`src/rtl/cnn_layer_accel_sysmem_rd_arb.sv`:
```
//------------------------------------------------------------------------------
// Module   : cnn_layer_accel_sysmem_rd_arb
// Brief    : Round-robin arbiter that shares the single system-memory read
//            port among the FAS buffer loader channels and steers the
//            returned beats to the granted channel's write port.
// Revision : 1.0 - initial release
//------------------------------------------------------------------------------
`default_nettype none

module cnn_layer_accel_sysmem_rd_arb #(
    parameter int C_NUM_CH     = 6,
    parameter int C_ADDR_WIDTH = 32,
    parameter int C_LEN_WIDTH  = 16,
    parameter int C_DATA_WIDTH = 128
) (
    input  logic                              clk_core,
    input  logic                              rst,
    input  logic [C_NUM_CH-1:0]               ch_req,
    input  logic [C_NUM_CH*C_ADDR_WIDTH-1:0]  ch_addr,
    input  logic [C_NUM_CH*C_LEN_WIDTH-1:0]   ch_len,
    output logic [C_NUM_CH-1:0]               ch_ack,
    output logic [C_NUM_CH-1:0]               ch_cmpl,
    output logic [C_NUM_CH-1:0]               ch_wren,
    output logic [C_DATA_WIDTH-1:0]           ch_datain,
    output logic                              sys_mem_read_req,
    input  logic                              sys_mem_read_req_ack,
    output logic [C_ADDR_WIDTH-1:0]           sys_mem_read_addr,
    output logic [C_LEN_WIDTH-1:0]            sys_mem_read_len,
    input  logic                              sys_mem_read_in_prog,
    input  logic                              sys_mem_rd_valid,
    input  logic [C_DATA_WIDTH-1:0]           sys_mem_rd_data,
    input  logic                              sys_mem_read_cmpl,
    output logic                              busy,
    output logic                              err_short,
    output logic                              err_overrun
);

    localparam int C_IDX_W = (C_NUM_CH > 1) ? $clog2(C_NUM_CH) : 1;

    localparam logic [2:0] S_IDLE  = 3'd0;
    localparam logic [2:0] S_GRANT = 3'd1;
    localparam logic [2:0] S_REQ   = 3'd2;
    localparam logic [2:0] S_XFER  = 3'd3;
    localparam logic [2:0] S_CMPL  = 3'd4;

    logic [2:0]              state_q, state_d;
    logic [C_IDX_W-1:0]      rr_ptr_q;
    logic [C_IDX_W-1:0]      grant_q;
    logic [C_ADDR_WIDTH-1:0] addr_q;
    logic [C_LEN_WIDTH-1:0]  len_q;
    logic [C_LEN_WIDTH-1:0]  beat_cnt_q;
    logic                    req_q;
    logic [C_NUM_CH-1:0]     ch_ack_q, ch_cmpl_q, ch_wren_q;
    logic [C_DATA_WIDTH-1:0] ch_datain_q;
    logic                    err_short_q, err_overrun_q;

    logic [C_ADDR_WIDTH-1:0] w_addr_arr [C_NUM_CH];
    logic [C_LEN_WIDTH-1:0]  w_len_arr  [C_NUM_CH];
    logic [C_IDX_W-1:0]      w_sel_idx, w_sel_hi, w_sel_lo;
    logic                    w_hi_found;
    logic                    w_in_xfer;
    logic                    w_beat_ok;
    logic                    w_beat_over;
    logic [C_LEN_WIDTH-1:0]  w_cnt_after;
    logic                    unused_in_prog;

    // Memory transfer status is informational only; the handshake drives control.
    assign unused_in_prog = sys_mem_read_in_prog;

    // Unpack the flat per-channel address/length buses into indexable arrays.
    for (genvar gi = 0; gi < C_NUM_CH; gi++) begin : g_unpack
        assign w_addr_arr[gi] = ch_addr[gi*C_ADDR_WIDTH +: C_ADDR_WIDTH];
        assign w_len_arr[gi]  = ch_len[gi*C_LEN_WIDTH +: C_LEN_WIDTH];
    end

    function automatic logic [C_NUM_CH-1:0] f_onehot(input logic [C_IDX_W-1:0] idx);
        f_onehot      = '0;
        f_onehot[idx] = 1'b1;
    endfunction

    // Round-robin pick: lowest requester at or above rr_ptr, else lowest overall (wrap).
    always_comb begin
        w_sel_hi   = '0;
        w_sel_lo   = '0;
        w_hi_found = 1'b0;
        for (int i = C_NUM_CH - 1; i >= 0; i--) begin
            if (ch_req[i]) begin
                w_sel_lo = C_IDX_W'(i);
                if (C_IDX_W'(i) >= rr_ptr_q) begin
                    w_sel_hi   = C_IDX_W'(i);
                    w_hi_found = 1'b1;
                end
            end
        end
        w_sel_idx = w_hi_found ? w_sel_hi : w_sel_lo;
    end

    // Beat qualification; a beat arriving with the cmpl pulse counts before the short check.
    assign w_in_xfer   = (state_q == S_XFER);
    assign w_beat_ok   = w_in_xfer && sys_mem_rd_valid && (beat_cnt_q < len_q);
    assign w_beat_over = w_in_xfer && sys_mem_rd_valid && (beat_cnt_q >= len_q);
    assign w_cnt_after = beat_cnt_q + C_LEN_WIDTH'(w_beat_ok);

    // Next-state logic; zero-length grants skip the memory request entirely.
    always_comb begin
        state_d = state_q;
        case (state_q)
            S_IDLE:  if (|ch_req) state_d = S_GRANT;
            S_GRANT: state_d = (len_q == '0) ? S_CMPL : S_REQ;
            S_REQ:   if (sys_mem_read_req_ack) state_d = S_XFER;
            S_XFER:  if (sys_mem_read_cmpl) state_d = S_CMPL;
            S_CMPL:  state_d = S_IDLE;
            default: state_d = S_IDLE;
        endcase
    end

    // State register.
    always_ff @(posedge clk_core or negedge rst) begin
        if (!rst) begin
            state_q <= S_IDLE;
        end else begin
            state_q <= state_d;
        end
    end

    // Grant latch, ack pulse, memory request level and round-robin pointer.
    always_ff @(posedge clk_core or negedge rst) begin
        if (!rst) begin
            grant_q   <= '0;
            addr_q    <= '0;
            len_q     <= '0;
            ch_ack_q  <= '0;
            ch_cmpl_q <= '0;
            req_q     <= 1'b0;
            rr_ptr_q  <= '0;
        end else begin
            ch_ack_q  <= '0;
            ch_cmpl_q <= '0;
            if ((state_q == S_IDLE) && (|ch_req)) begin
                grant_q  <= w_sel_idx;
                addr_q   <= w_addr_arr[w_sel_idx];
                len_q    <= w_len_arr[w_sel_idx];
                ch_ack_q <= f_onehot(w_sel_idx);
            end
            if ((state_q == S_GRANT) && (len_q != '0)) begin
                req_q <= 1'b1;
            end
            if ((state_q == S_REQ) && sys_mem_read_req_ack) begin
                req_q <= 1'b0;
            end
            if (state_q == S_CMPL) begin
                ch_cmpl_q <= f_onehot(grant_q);
                rr_ptr_q  <= (grant_q == C_IDX_W'(C_NUM_CH - 1)) ? '0
                                                                 : grant_q + C_IDX_W'(1);
            end
        end
    end

    // Data steering: register each accepted beat and pulse the granted write enable.
    always_ff @(posedge clk_core or negedge rst) begin
        if (!rst) begin
            beat_cnt_q  <= '0;
            ch_wren_q   <= '0;
            ch_datain_q <= '0;
        end else begin
            ch_wren_q <= '0;
            if (state_q == S_GRANT) begin
                beat_cnt_q <= '0;
            end
            if (w_beat_ok) begin
                ch_datain_q <= sys_mem_rd_data;
                ch_wren_q   <= f_onehot(grant_q);
                beat_cnt_q  <= w_cnt_after;
            end
        end
    end

    // Sticky protocol error flags, cleared only by reset.
    always_ff @(posedge clk_core or negedge rst) begin
        if (!rst) begin
            err_short_q   <= 1'b0;
            err_overrun_q <= 1'b0;
        end else begin
            if (w_beat_over) begin
                err_overrun_q <= 1'b1;
            end
            if (w_in_xfer && sys_mem_read_cmpl && (w_cnt_after < len_q)) begin
                err_short_q <= 1'b1;
            end
        end
    end

    assign ch_ack            = ch_ack_q;
    assign ch_cmpl           = ch_cmpl_q;
    assign ch_wren           = ch_wren_q;
    assign ch_datain         = ch_datain_q;
    assign sys_mem_read_req  = req_q;
    assign sys_mem_read_addr = addr_q;
    assign sys_mem_read_len  = len_q;
    assign busy              = (state_q != S_IDLE);
    assign err_short         = err_short_q;
    assign err_overrun       = err_overrun_q;

endmodule

`default_nettype wire

```
`config.mk`:
```
export PLATFORM = sky130hd
export DESIGN_NAME = cnn_layer_accel_sysmem_rd_arb
export DESIGN_NICKNAME = d
export VERILOG_FILES = /design/src/rtl/cnn_layer_accel_sysmem_rd_arb.sv
export SDC_FILE = /design/constraint.sdc
export NUM_CORES = 1
export LEC_CHECK = 0
export BUFFER_PORTS_ARGS = -buffer_cell sky130_fd_sc_hd__buf_2
export CELL_PAD_IN_SITES_DETAIL_PLACEMENT = 0
export CELL_PAD_IN_SITES_GLOBAL_PLACEMENT = 2
export CORE_AREA = 5 5 239 241
export CTS_CLUSTER_SIZE = 12
export DETAILED_ROUTE_END_ITERATION = 8
export DIE_AREA = 0 0 244 246
export GPL_ROUTABILITY_DRIVEN = 0
export GPL_TIMING_DRIVEN = 0
export PLACE_DENSITY = 0.72
export SLEW_MARGIN = 20
export SYNTH_ARGS = -nofsm -noshare
export SYNTH_HDL_FRONTEND = slang
export SYNTH_SLANG_ARGS = --single-unit
```
`constraint.sdc`:
```
create_clock -name clk_core -period 9.8 [get_ports clk_core]
set_clock_uncertainty 0.1 [all_clocks]
set_input_delay 0 -clock clk_core [delete_from_list [all_inputs] [get_ports clk_core]]
set_output_delay 0 -clock clk_core [all_outputs]
set_load 0.005 [all_outputs]
```
==> flow_summary.toml <==
[synth]
synthTopCellsByCount = "222 x sky130_fd_sc_hd__dfrtp_1, 144 x sky130_fd_sc_hd__mux2i_1, 84 x sky130_fd_sc_hd__mux2_1"
combinational_family_with_the_most_area_after_synthesis = "multiplexers"
yosysWarningCount = 0
syn-cell-area_mm2 = 0.0117
multiplexer_share_of_the_synthesized_area = 0.248
netlist_top_cells_area = "sky130_fd_sc_hd__dfrtp_1 48%, sky130_fd_sc_hd__mux2i_1 12%, sky130_fd_sc_hd__mux2_1 8.1%"
synth-main-ff-cell = "sky130_fd_sc_hd__dfrtp_1"
synth_compound_gate_area_share = 0.124
synth.lib_cells_used.distinct = 59
synth_simple_gate_area_share = 0.0663
synth_enable_flop_cells = 0
ys_seq_area_frac = 0.476
syn_avg_cell_area_um2 = 11.7
syn-num-nets = 1460
netlist_instances = 998
yosys.area_share.xor_xnor = 0.00900
ys_async_sr_fraction = 1.00
synth_adder_area_share = 0.0364
synth_largest_area_cell = "sky130_fd_sc_hd__dfrtp_1"
synth_most_common_cell = "sky130_fd_sc_hd__dfrtp_1"
synth.top_cell.area_share = 0.476
ys_seq_elements = 222

[critical_path]
criticalPathCategory = "flip-flop to flip-flop"
worst_setup_path_end_kind = "flip-flop"
cp.buffers_inverters = 3
crit_family = "simple AND/OR/NAND/NOR gates"
worstPathCellList = "inv_1 -> ha_1 -> nand3_1 -> or3_1 -> nor2_1 -> or4_4 -> nor3_4 -> buf_2 -> buf_2 -> ha_1 -> ha_1 -> nand4_1 -> or2_2 -> nor2_1 -> xor2_1 -> ha_1 -> nand4_1 -> nor3_1 -> a2111oi_0 -> o22a_1"
worst-endpoint-arrival_ns = 6.36
timing.critical_path.from = "sys_mem_read_len[12]"
cp_slowest_stage_delay_ns = 0.58
worst-endpoint-required_ns = 10.21
crit_slowest_cell = "sky130_fd_sc_hd__or4_4"
most_frequent_cell_on_the_critical_path = "sky130_fd_sc_hd__ha_1"
path_max_fanout = 11
startpoint_type = "flip-flop"
r2r-start = "sys_mem_read_len[12]"

[floorplanning]
core_region_area_mm2 = 0.0547
initial_utilization = 0.214
die-height_um = 246
num_rows = 86
ioPinCount = 626
design.die.area_mm2 = 0.0600
chipWidth_um = 244

[clock_network]
cts.repair_timing.setup_buffer_count = 0
tritoncts = "done"
numClockSinks = 222
cts.hold.buffers_added = 292
clkSlewWorstSetupHoldPaths_ns = 0.06
cts_buffer_depth = 3
cts-root-buf = "sky130_fd_sc_hd__clkbuf_16"
clock_insertion_delay_worst_skew_ns = 0.57
clock_tree.htree_level_count = 1
cts_resized = 0
number_of_buffers_added_by_the_clock_tree_synthesis_step = 30

[place]
portBuffers = 624
post-place-ws_ns = 3.76
detailed_place.area_mm2 = 0.0158
numPlacedInstances = 2328
dp_hpwl_mm = 45.2

[finish]
synthToLayoutAreaGrowth_pct = 68.8
drive_above_1_share = 0.390
finish.cell_count_without_fillers = 2682
stdcell_area_mm2 = 0.0197
final_net_count = 2410

[sta]
totalNegativeSetupSlack_ns = 0
relSlewSlack = 0.347
max_freq_mhz = 168
timing.final.setup_violations = 0
minimum_setup_slack_in_the_final_design_ns = 3.85
slew_viol_final = 0
rsz0062_at_grt = "false"
period_share = 0.607
tightestPinTransition_ns = 0.971
min_period_ns = 5.95
final-hold-violation-count = 0

[power]
ir_drop_uv = 166
power_density_mw_per_mm2 = 289
total_leakage_power_nw = 9.62

[min_path]
class_of_the_worst_hold_path = "primary input to flip-flop"
worst_hold_startpoint = "ch_len[45]"

[global_route]
first_global_vias = 13289
global_route_congestion_overflow_total = 0
grt_first_pass_wirelength_mm = 81.9
initial_antenna_violation_count = 19
global_route.usage.total = 0.178
grt_max_degree = 97

[route]
drtIter0Drc = 287
drtAntennaViolNets = 0
detail_route.vias_per_cell = 4.42
drc = 0
wire_per_inst_um = 21.0
vias = 11862
drtPass1Iterations = 4
detail_route.wirelength_mm = 56.2

[flow_run]
maxCapViolations = 0

[run_status]
run_status = "complete, no violations"
## tightest hold or removal path, cell delays in order
cell and delay, ns:
sky130_fd_sc_hd__buf_2 0.10, sky130_fd_sc_hd__mux2i_1 0.15, sky130_fd_sc_hd__o22ai_1 0.21, sky130_fd_sc_hd__a2bb2oi_1 0.19
## logic make-up after synthesis
family,Yosys count
multiplexers,273
flip-flops,222
AO/OA/AOI/OAI,215
AND/OR/NAND/NOR,153
buffers and inverters,89
adder cells (fa/ha/maj),34
XOR/XNOR,12
## per-layer routing
metal	track usage	wire [µm]	vias to the layer above
met5	0	52	-
met4	0.0886	3170	8
met3	0.0409	3580	128
met2	0.345	29700	510
met1	0.179	19700	5599
li1	-	-	5617
## metrics by stage
step           total power (W)  hold slack, ns   util
6_report               0.00571          0.0272  0.361
5_1_grt                0.00611          0.0573  0.361
4_1_cts                0.00580          0.0144  0.360
3_5_place_dp           0.00422          -0.129  0.288
3_3_place_gp           0.00417           0.119  0.287
2_1_floorplan          0.00300          -0.396      -
## report_power, final
group,switching (W),internal [W]
Clock,0.000443,0.000663
Sequential,0.000235,0.00133
Combinational,0.00149,0.00155
Total,0.00217,0.00354
## final timing paths
kind / endpoint / slack, ns / depth (start not counted)
min in group asynchronous: ch_datain[0] / 0.49 / 4
hold reg to reg: ch_datain[82] / 0.38 / 1
max in group asynchronous: ch_datain[92] / 8.63 / 4
setup / recovery: err_short / 3.85 / 20
setup reg to reg: err_short / 3.85 / 20
hold / removal: sys_mem_read_len[13] / 0.03 / 4
## cells in the final DEF (no fill, tap or decap), types with 9 or more instances in the layout
cell type	netlist	routed
sky130_fd_sc_hd__dfrtp_1	222	222
sky130_fd_sc_hd__nor2_1	28	28
sky130_fd_sc_hd__dlygate4sd3_1	0	291
sky130_fd_sc_hd__nor3_1	9	9
sky130_fd_sc_hd__buf_2	11	634
sky130_fd_sc_hd__nand3_1	9	9
sky130_fd_sc_hd__a21oi_1	18	17
sky130_fd_sc_hd__mux2i_1	144	144
sky130_fd_sc_hd__o22a_1	34	34
sky130_fd_sc_hd__o22ai_1	48	48
sky130_fd_sc_hd__a2bb2oi_1	15	15
sky130_fd_sc_hd__buf_4	13	13
sky130_fd_sc_hd__o21ai_0	62	62
sky130_fd_sc_hd__inv_1	19	19
sky130_fd_sc_hd__clkbuf_1	33	38
sky130_fd_sc_hd__nor2b_1	10	10
sky130_fd_sc_hd__clkbuf_16	0	31
sky130_fd_sc_hd__mux2_1	84	84
sky130_fd_sc_hd__ha_1	34	34
sky130_fd_sc_hd__mux2_2	45	45
sky130_fd_sc_hd__and3_1	9	9
sky130_fd_sc_hd__nand2_1	47	47
sky130_fd_sc_hd__nor4_1	11	11
## flip-flops by register name, indices dropped and copies added (netlist names), 3 cells and up
register	flops
ch_ack	6
sys_mem_read_addr	32
ch_datain	128
grant_q	3
ch_wren	6
ch_cmpl	6
sys_mem_read_len	16
beat_cnt_q	16
rr_ptr_q	3
state_q	3
## cell type report
cell class / instances / area, µm²
inverters: 21 / 78.8
clock inverters: 15 / 156
clock buffers: 40 / 850
well taps: 704 / 881
plain buffers: 68 / 400
flip-flops and latches: 222 / 5560
fillers: 5485 / 34900
diodes: 7 / 17.5
multi-input cells: 687 / 5650
repair buffers: 918 / 6130
Power figures use the tool's default switching activity.
